--- src/rtl/hnf_txsnp_arb.sv ---
// Purpose: HN-F TXSNP snoop arbiter; picks one snoop source per cycle (starvation > QoS > round robin).
// Latency: a request seen in cycle N is presented registered at N+1; req_ack is combinational on acceptance.
// Backpressure: out_busy freezes the presented request and all arbitration state until it drops.
module hnf_txsnp_arb #(
  parameter int REQ_NUM       = 2,
  parameter int PAYLOAD_WIDTH = 128,
  parameter int RNF_NUM       = 4,
  parameter int QOS_WIDTH     = 4,
  parameter int STARVE_LIMIT  = 8,
  localparam int GW = (REQ_NUM > 1) ? $clog2(REQ_NUM) : 1
) (
  input  logic                             clk,
  input  logic                             rst,
  input  logic [REQ_NUM-1:0]               req_valid,
  input  logic [REQ_NUM*QOS_WIDTH-1:0]     req_qos,
  input  logic [REQ_NUM*PAYLOAD_WIDTH-1:0] req_payload,
  input  logic [REQ_NUM*RNF_NUM-1:0]       req_rn_vec,
  output logic [REQ_NUM-1:0]               req_ack,
  output logic                             out_valid,
  output logic [QOS_WIDTH-1:0]             out_qos,
  output logic [PAYLOAD_WIDTH-1:0]         out_payload,
  output logic [RNF_NUM-1:0]               out_rn_vec,
  output logic [GW-1:0]                    out_grant_id,
  input  logic                             out_busy
);

  typedef enum logic {
    IDLE = 1'b0,
    HOLD = 1'b1
  } state_t;

  // Registered copy of the winning request as handed to the TXSNP wrapper.
  typedef struct packed {
    logic [QOS_WIDTH-1:0]     qos;
    logic [PAYLOAD_WIDTH-1:0] payload;
    logic [RNF_NUM-1:0]       rn_vec;
  } snp_t;

  localparam logic [3:0]    LIMIT    = 4'(STARVE_LIMIT);
  localparam logic [GW-1:0] LAST_IDX = GW'(REQ_NUM - 1);

  state_t               state_q;
  state_t               state_d;
  snp_t                 out_q;
  snp_t                 win;
  logic [GW-1:0]        grant_q;
  logic [GW-1:0]        rr_q;
  logic [GW-1:0]        win_idx;
  logic [3:0]           wait_q [REQ_NUM];
  logic [3:0]           wait_d [REQ_NUM];
  logic                 accept;
  logic                 any_cand;
  logic                 load;
  logic [REQ_NUM-1:0]   pres_mask;
  logic [REQ_NUM-1:0]   cand;
  logic [REQ_NUM-1:0]   starved;
  logic [REQ_NUM-1:0]   top_qos;
  logic [REQ_NUM-1:0]   tier;
  logic [QOS_WIDTH-1:0] max_qos;

  // First set bit of m at or after ptr, wrapping to the lowest set bit.
  function automatic logic [GW-1:0] rr_pick(input logic [REQ_NUM-1:0] m,
                                            input logic [GW-1:0]      ptr);
    logic [GW-1:0] r;
    logic          found;
    r     = '0;
    found = 1'b0;
    for (int j = 0; j < REQ_NUM; j++) begin
      if (!found && m[j] && (GW'(j) >= ptr)) begin
        r     = GW'(j);
        found = 1'b1;
      end
    end
    for (int j = 0; j < REQ_NUM; j++) begin
      if (!found && m[j]) begin
        r     = GW'(j);
        found = 1'b1;
      end
    end
    return r;
  endfunction

  assign accept = (state_q == HOLD) && !out_busy;

  // Presented-source mask; the ack is that mask gated by acceptance. The presented
  // source is never a candidate: either it is being acked or it is stalled in HOLD.
  always_comb begin
    pres_mask = '0;
    for (int i = 0; i < REQ_NUM; i++) begin
      pres_mask[i] = (state_q == HOLD) && (grant_q == GW'(i));
    end
    req_ack = pres_mask & {REQ_NUM{accept}};
    cand    = req_valid & ~pres_mask;
  end

  // Next wait counts. Starvation is judged on the count this source will hold after
  // the current acceptance, so a source suffering its LIMIT-th loss wins the same edge.
  always_comb begin
    for (int i = 0; i < REQ_NUM; i++) begin
      wait_d[i] = wait_q[i];
      if (!req_valid[i] || req_ack[i]) begin
        wait_d[i] = 4'd0;
      end else if (accept && (wait_q[i] != LIMIT)) begin
        wait_d[i] = wait_q[i] + 4'd1;
      end
    end
  end

  // Tiered selection: starved candidates first, else those at the highest QoS, then round robin.
  always_comb begin
    max_qos = '0;
    for (int i = 0; i < REQ_NUM; i++) begin
      if (cand[i] && (req_qos[i*QOS_WIDTH +: QOS_WIDTH] > max_qos)) begin
        max_qos = req_qos[i*QOS_WIDTH +: QOS_WIDTH];
      end
    end
    starved = '0;
    top_qos = '0;
    for (int i = 0; i < REQ_NUM; i++) begin
      starved[i] = cand[i] && (wait_d[i] == LIMIT);
      top_qos[i] = cand[i] && (req_qos[i*QOS_WIDTH +: QOS_WIDTH] == max_qos);
    end
    tier     = (|starved) ? starved : top_qos;
    any_cand = |cand;
    win_idx  = rr_pick(tier, rr_q);
  end

  // Mux the winning source's fields for capture.
  always_comb begin
    win = '0;
    for (int i = 0; i < REQ_NUM; i++) begin
      if (win_idx == GW'(i)) begin
        win.qos     = req_qos[i*QOS_WIDTH +: QOS_WIDTH];
        win.payload = req_payload[i*PAYLOAD_WIDTH +: PAYLOAD_WIDTH];
        win.rn_vec  = req_rn_vec[i*RNF_NUM +: RNF_NUM];
      end
    end
  end

  // Next state and capture strobe; a stalled HOLD keeps everything frozen.
  always_comb begin
    state_d = state_q;
    load    = 1'b0;
    case (state_q)
      IDLE: begin
        if (any_cand) begin
          state_d = HOLD;
          load    = 1'b1;
        end
      end
      HOLD: begin
        if (accept) begin
          if (any_cand) begin
            load = 1'b1;
          end else begin
            state_d = IDLE;
          end
        end
      end
      default: state_d = IDLE;
    endcase
  end

  // State register.
  always_ff @(posedge clk) begin
    if (rst) begin
      state_q <= IDLE;
    end else begin
      state_q <= state_d;
    end
  end

  // Output registers and round-robin pointer; pointer moves past the accepted source.
  always_ff @(posedge clk) begin
    if (rst) begin
      out_q   <= '0;
      grant_q <= '0;
      rr_q    <= '0;
    end else begin
      if (load) begin
        out_q   <= win;
        grant_q <= win_idx;
      end
      if (accept) begin
        rr_q <= (grant_q == LAST_IDX) ? '0 : grant_q + GW'(1);
      end
    end
  end

  // Per-source starvation counters.
  always_ff @(posedge clk) begin
    for (int i = 0; i < REQ_NUM; i++) begin
      if (rst) begin
        wait_q[i] <= 4'd0;
      end else begin
        wait_q[i] <= wait_d[i];
      end
    end
  end

  assign out_valid    = (state_q == HOLD);
  assign out_qos      = out_q.qos;
  assign out_payload  = out_q.payload;
  assign out_rn_vec   = out_q.rn_vec;
  assign out_grant_id = grant_q;

endmodule
--- config.mk ---
export PLATFORM = sky130hd
export DESIGN_NAME = hnf_txsnp_arb
export DESIGN_NICKNAME = d
export VERILOG_FILES = /design/src/rtl/hnf_txsnp_arb.sv
export SDC_FILE = /design/constraint.sdc
export NUM_CORES = 1
export LEC_CHECK = 0
export ABC_AREA = 1
export CORE_AREA = 2 2 160 162
export CTS_CLUSTER_SIZE = 10
export DETAILED_ROUTE_END_ITERATION = 8
export DIE_AREA = 0 0 162 164
export GPL_TIMING_DRIVEN = 0
export REMOVE_ABC_BUFFERS = 1
export SYNTH_ARGS = -nofsm -noshare
export SYNTH_HDL_FRONTEND = slang
export SYNTH_SLANG_ARGS = --single-unit
--- constraint.sdc ---
create_clock -name clk -period 3.47 [get_ports clk]
set_clock_uncertainty 0.05 [all_clocks]
set_input_delay 0.694 -clock clk [delete_from_list [all_inputs] [get_ports clk]]
set_output_delay 0.694 -clock clk [all_outputs]
set_load 0.05 [all_outputs]
After elaboration in Yosys (flattened, before gate mapping):

Memory sizes are Yosys's and may differ from the RTL's.
Cells that the tools add are included.
Widths: inputs -> output; s select.

* flip-flop bits (word level): 139
* bits in writable memories: 8
* bits of input ports: 277
* output and inout port bits: 140
* memories: 1

* $add $sub $neg: 3
* magnitude comparators: 4
* equality and inequality tests: 6
* multiplexer cells: 25
* bitwise operators: 7
* reductions and logical operators: 26

Memory list
* wait_q: depth 2, width 4, rd ports 2, clocked after Yosys merged registers in 0, wr ports 2, RTL line 49 `logic [3:0] wait_q [REQ_NUM];`

Operators by type and width (number)
* $mux 136: 1
* $mux 4: 8
* $logic_and 1x1->1: 16
* $mux 1: 13
* $add 4x1->4 const B: 2
* $eq 4x4->1: 2
* $eq 4x4->1 const B: 2
* $ne 4x4->1 const B: 2
* $logic_not 1->1: 6
* $and 2x2->2: 2
* $gt 4x1->1 const B: 1
* $gt 4x4->1: 1
* $pmux 1 s2: 2
* $reduce_or 2->1: 2
* $ge 1x1->1 const A: 2
* $logic_or 1x1->1: 2
* $mux 2: 1
* $not 1->1: 2
* $not 2->2: 1
* $or 1x1->1: 2
* $add 1x1->1 const B: 1

Logic depth before layout (Yosys ltp):

* depth after elaboration: 25
* gate-level depth with buffers: 25

Worst setup path after synthesis:

No wires, ideal clock.

* path type: reg-to-reg
* start: register grant_q (netlist: out_grant_id)
* end: register out_q, in the netlist out_payload[0]
* data arrival time: 2.985 ns
* data required time: 3.290 ns
* slack: 0.304 ns
* cell stages (with the launch flop): 24
* period minus slack after synthesis: 3.166 ns
* cells stage by stage: dfxtp_1 -> nor2_1 -> nor2_1 -> nand2_1 -> nor2_1 -> inv_1 -> ha_1 -> nand2_1 -> nor2_1 -> nor2_4 -> nand2_2 -> buf_6 -> nand2_1 -> nand3_1 -> nand2_1 -> nor2_1 -> nand3_1 -> nand2_1 -> nand2_1 -> buf_4 -> buf_4 -> buf_4 -> nand3_1 -> a31oi_1

* longest elaborated chain between the ends: 25
* elaborated cells between the ends (all ways): 44
* classes of those cells: 1 x order compare; 4 x eq/ne; 15 x mux; 4 x bitwise; 20 x reduce/logical

Ends and longest elaborated chain
* from (decl): RTL line 46 `logic [GW-1:0] grant_q;`
* from (signal assigned): RTL line 182 `grant_q <= win_idx;`
* $not 1->1: RTL line 90 `pres_mask[i] = (state_q == HOLD) && (grant_q == GW'(i));`
* $logic_and 1x1->1: RTL line 90
* $not 2->2: RTL line 93 `cand = req_valid & ~pres_mask;`
* $and 2x2->2: RTL line 93
* $logic_and 1x1->1: RTL line 113 `if (cand[i] && (req_qos[i*QOS_WIDTH +: QOS_WIDTH] > max_qos)) begin`
* $mux 4: RTL line 113
* $gt 4x4->1: RTL line 113
* $logic_and 1x1->1: RTL line 113
* [... 9 more ...]
* $mux 1: RTL line 69 `if (!found && m[j] && (GW'(j) >= ptr)) begin`
* $logic_not 1->1: RTL line 75 `if (!found && m[j]) begin`
* $logic_and 1x1->1: RTL line 75
* $mux 1: RTL line 75
* $logic_not 1->1: RTL line 75
* $logic_and 1x1->1: RTL line 75
* $mux 1: RTL line 75
* $mux 136: RTL line 132 `if (win_idx == GW'(i)) begin`
* to (signal assigned): RTL line 181 `out_q <= win;`
* to (decl): RTL line 44 `snp_t out_q;`

Parallel ways exist; a longest one is shown, timed or not.
A chain may end at the register's enable or synchronous reset.

Worst setup path in the final report:

* start: input req_qos[3]
* end: register out_q, in the netlist out_payload[46]

* longest elaborated chain between the ends: 22
* elaborated cells between the ends (all ways): 26
* classes of those cells: 2 x order compare; 2 x eq/ne; 10 x mux; 12 x reduce/logical

Ends and longest elaborated chain
* from (decl): RTL line 15 `input logic [REQ_NUM*QOS_WIDTH-1:0] req_qos,`
* $gt 4x1->1: RTL line 113
* $logic_and 1x1->1: RTL line 113
* $mux 4: RTL line 113
* $gt 4x4->1: RTL line 113
* $logic_and 1x1->1: RTL line 113
* $mux 4: RTL line 113
* $eq 4x4->1: RTL line 121 `top_qos[i] = cand[i] && (req_qos[i*QOS_WIDTH +: QOS_WIDTH] == max_qos);`
* $logic_and 1x1->1: RTL line 121
* [... 6 more ...]
* $mux 1: RTL line 69
* $logic_not 1->1: RTL line 75
* $logic_and 1x1->1: RTL line 75
* $mux 1: RTL line 75
* $logic_not 1->1: RTL line 75
* $logic_and 1x1->1: RTL line 75
* $mux 1 (*): RTL line 75
* $mux 136 (*): RTL line 132

Every way passes the cells marked *; elsewhere a longest branch is shown, timed or not.

==> impl_metrics.env <==
export IMPL_status="complete, no violations"
export IMPL_max_slew_margin=0.403
export IMPL_cp_startpoint="req_qos[3]"
export IMPL_vias=8599
export IMPL_r2r_end="out_payload[46]"
export IMPL_yosys_warnings=0
export IMPL_cp_start_kind="input pin"
export IMPL_totalWireLength_microns=32800
export IMPL_grt_use_met1=0.296
export IMPL_irDropWorstVdd_mv=0.270
export IMPL_routedWlPerCell_microns=19.3
export IMPL_arrival_ps=3500
export IMPL_globalplace_congestion=0.824
export IMPL_power_total_mw=6.24
export IMPL_async_flop_share=0
export IMPL_synth_seq_area_share=0.425
export IMPL_dp_slack_ps=-2140
export IMPL_die_h_microns=164
export IMPL_reg2reg_slack_ps=210
export IMPL_syn_inst=952
export IMPL_busiest_layer="met2"
export IMPL_drc=0
export IMPL_clock_latency_ps=420
export IMPL_insertedDiodeCount=0
export IMPL_fillers=2382
export IMPL_clock_sinks=147
export IMPL_port_buffers=416
export IMPL_ys_seq_elements=147
export IMPL_io_pins=417
export IMPL_area_growth_pct=84.5
export IMPL_die_area_sq_um=26600
export IMPL_end_kind="flip-flop"
export IMPL_ant_nets=0
export IMPL_start_util=0.279
export IMPL_hpwl_microns=19800
export IMPL_fin_ws_ps=197
export IMPL_crit_fanout=7
export IMPL_cts_root_buffer="clkbuf_16"
export IMPL_worst_pin_slew_ps=896
export IMPL_coreArea_sq_um=24800
export IMPL_fin_cells=1697
export IMPL_clockBufferDepth=2
export IMPL_drv_cap=0
export IMPL_timing_final_crit_share=0.943
export IMPL_met2_usage=0.405
export IMPL_fp_row_count=58
export IMPL_timing_critical_path_depth=23
export IMPL_drt_vias_per_instance=5.07
export IMPL_synth_edf_count=0
export IMPL_firstDrtPassIters=5
export IMPL_critPathTopFamily="simple AND/OR/NAND/NOR gates"
export IMPL_htreeDepth=4
export IMPL_clkTransAtPathRegs_ps=60
export IMPL_p_leak_nw=5.01
export IMPL_fmaxAchievable_mhz=306
export IMPL_final_net_count=1639
export IMPL_grt_use_total=0.238
export IMPL_tritoncts="yes"
export IMPL_tns_ps=0
export IMPL_synthTopCellsByCount="nand2_1, nand3_1, dfxtp_1"
export IMPL_cpPeakStageDelay_ps=260
export IMPL_critPathSlowestCell="dlygate4sd2_1"
export IMPL_crit_type="in -> reg"
export IMPL_reg2reg_from="out_valid"
export IMPL_crit_buf_inv=7
export IMPL_regArea_sq_um=2950
export IMPL_numCtsBuffers=17
export IMPL_antenna_found_initial=0
export IMPL_synth_top_cell_area_share=0.425
export IMPL_period_needed_ps=3270
export IMPL_synthFlopType="dfxtp_1"
export IMPL_yosysTopAreaCell="dfxtp_1"
export IMPL_fp_dieW_microns=162
export IMPL_grt_ovfl_total=0
export IMPL_worstRegToRegCells=23
export IMPL_synth_most_common_cell="nand2_1"
export IMPL_multiInputGateArea_sq_um=3640
export IMPL_grt_max_degree=141
export IMPL_power_density_nw_per_um2=488
export IMPL_layout_drive_gt1_share=0.0922
export IMPL_grt_pass1_vias=8265
export IMPL_syn_area_per_cell_sq_um=7.28
export IMPL_syn_cell_area_sq_um=6930
export IMPL_hold_buffers=0
export IMPL_synthDistinctLibCells=24
export IMPL_worstHoldPathType="reg -> reg"
export IMPL_path_cells="dlygate4sd2_1, nor2_1, nand2_1, nand2_4, nor2_4, inv_2, ha_4, nand2_2, nor2_2, nor2_4, nand2_2, nand2_1, nand3_1, nand3_1, o21bai_4, buf_12, buf_16, nand2_8, buf_4, buf_12, buf_16, nand2_1, a31oi_1"
export IMPL_required_ps=3690
export IMPL_place_inst=1616
export IMPL_cp_common_cell="nand2_1"
export IMPL_drt_iter0_markers=684
export IMPL_crit_end="out_payload[46]"
export IMPL_hold_viol=0
export IMPL_grt_pass1_wl_microns=48800
export IMPL_setup_viol=0
export IMPL_timing_final_max_slew_violations=0
export IMPL_synthTopCellsByArea="dfxtp_1, nand3_1, a31oi_1"
export IMPL_grt_met3_usage=0.0619
-- repair_timing --
action | in CTS | in global routing
pin swaps | 16 | 12
gates resized for setup | 44 | 16
endpoints found under the setup margin | 137 | 137
cloned | 16 | 0
setup buffers | 27 | 7
-- power breakdown --
part           internal [mW]  leakage (nW)  switching (mW)
clock                   1.22         0.297           0.830
sequential              1.88          1.22          0.0970
combinational          0.893          3.49            1.32
-- layout by cell type, fill, tap and decap left out, types with 6 or more instances in the layout --
cell	Yosys	routed
buf_4	7	24
dfxtp_1	147	145
nand2_1	185	177
inv_1	33	27
a31oi_1	132	132
nor2_1	27	20
nand2_4	0	7
buf_12	0	9
buf_16	0	11
clkdlybuf4s50_1	0	411
o21ai_0	135	135
nor2_4	2	6
nand3_1	172	169
clkbuf_16	0	17
-- tightest hold or removal path, cell delays in order (launching register included) --
cell and delay (ps):
dfxtp_1 310, nand2_1 60, a21oi_1 60
-- final cells by class --
class	instances	share of cell area
clock buffer	19	0.0338
sequential	147	0.230
timing repair buffer	468	0.392
multi-input combinational	685	0.284
tap	330	0.0323
inverter	35	0.0111
clock inverter	13	0.0155
-- how the worst min path moves through the flow --
stage	start	end	slack, ps	cells past startpoint
after floorplan	rr_q	rr_q	390	2
after global placement	out_qos[2]	out_qos[2]	400	2
after detailed placement	out_qos[1]	out_qos[1]	410	2
after CTS	out_qos[1]	out_qos[1]	420	2
after global routing	out_qos[1]	out_qos[1]	440	2
final	out_qos[1]	out_qos[1]	420	2
-- stage by stage --
stage,hold WS [ps],instance area (sq um),utilization
final,420,12800,0.515
after global routing,436,12800,0.515
after CTS,422,12700,0.513
after detailed placement,410,11300,0.454
after global placement,405,11100,0.446
after floorplan,388,6480,-
-- kinds of logic after synthesis --
group                    count (synthesis)  share of synthesized area
AO/OA/AOI/OAI                          276                      0.225
adder cells (fa/ha/maj)                  8                     0.0144
buffers and inverters                  125                     0.0839
AND/OR/NAND/NOR                        393                      0.248
flip-flops                             147                      0.425
XOR/XNOR                                 3                    0.00379
-- metal layers --
layer,part of all wire,wire length [microns]
met1,0.41,13400
met2,0.49,16000
met3,0.082,2700
met4,0.020,663
met5,0,0
-- registers in the layout, indices dropped and copies added (netlist names) --
name,flops
out_qos,4
out_grant_id,1
out_payload,128
out_rn_vec,4
out_valid,1
rr_q,1
wait_q,8
Note: power is estimated with default switching activity, not from simulation.
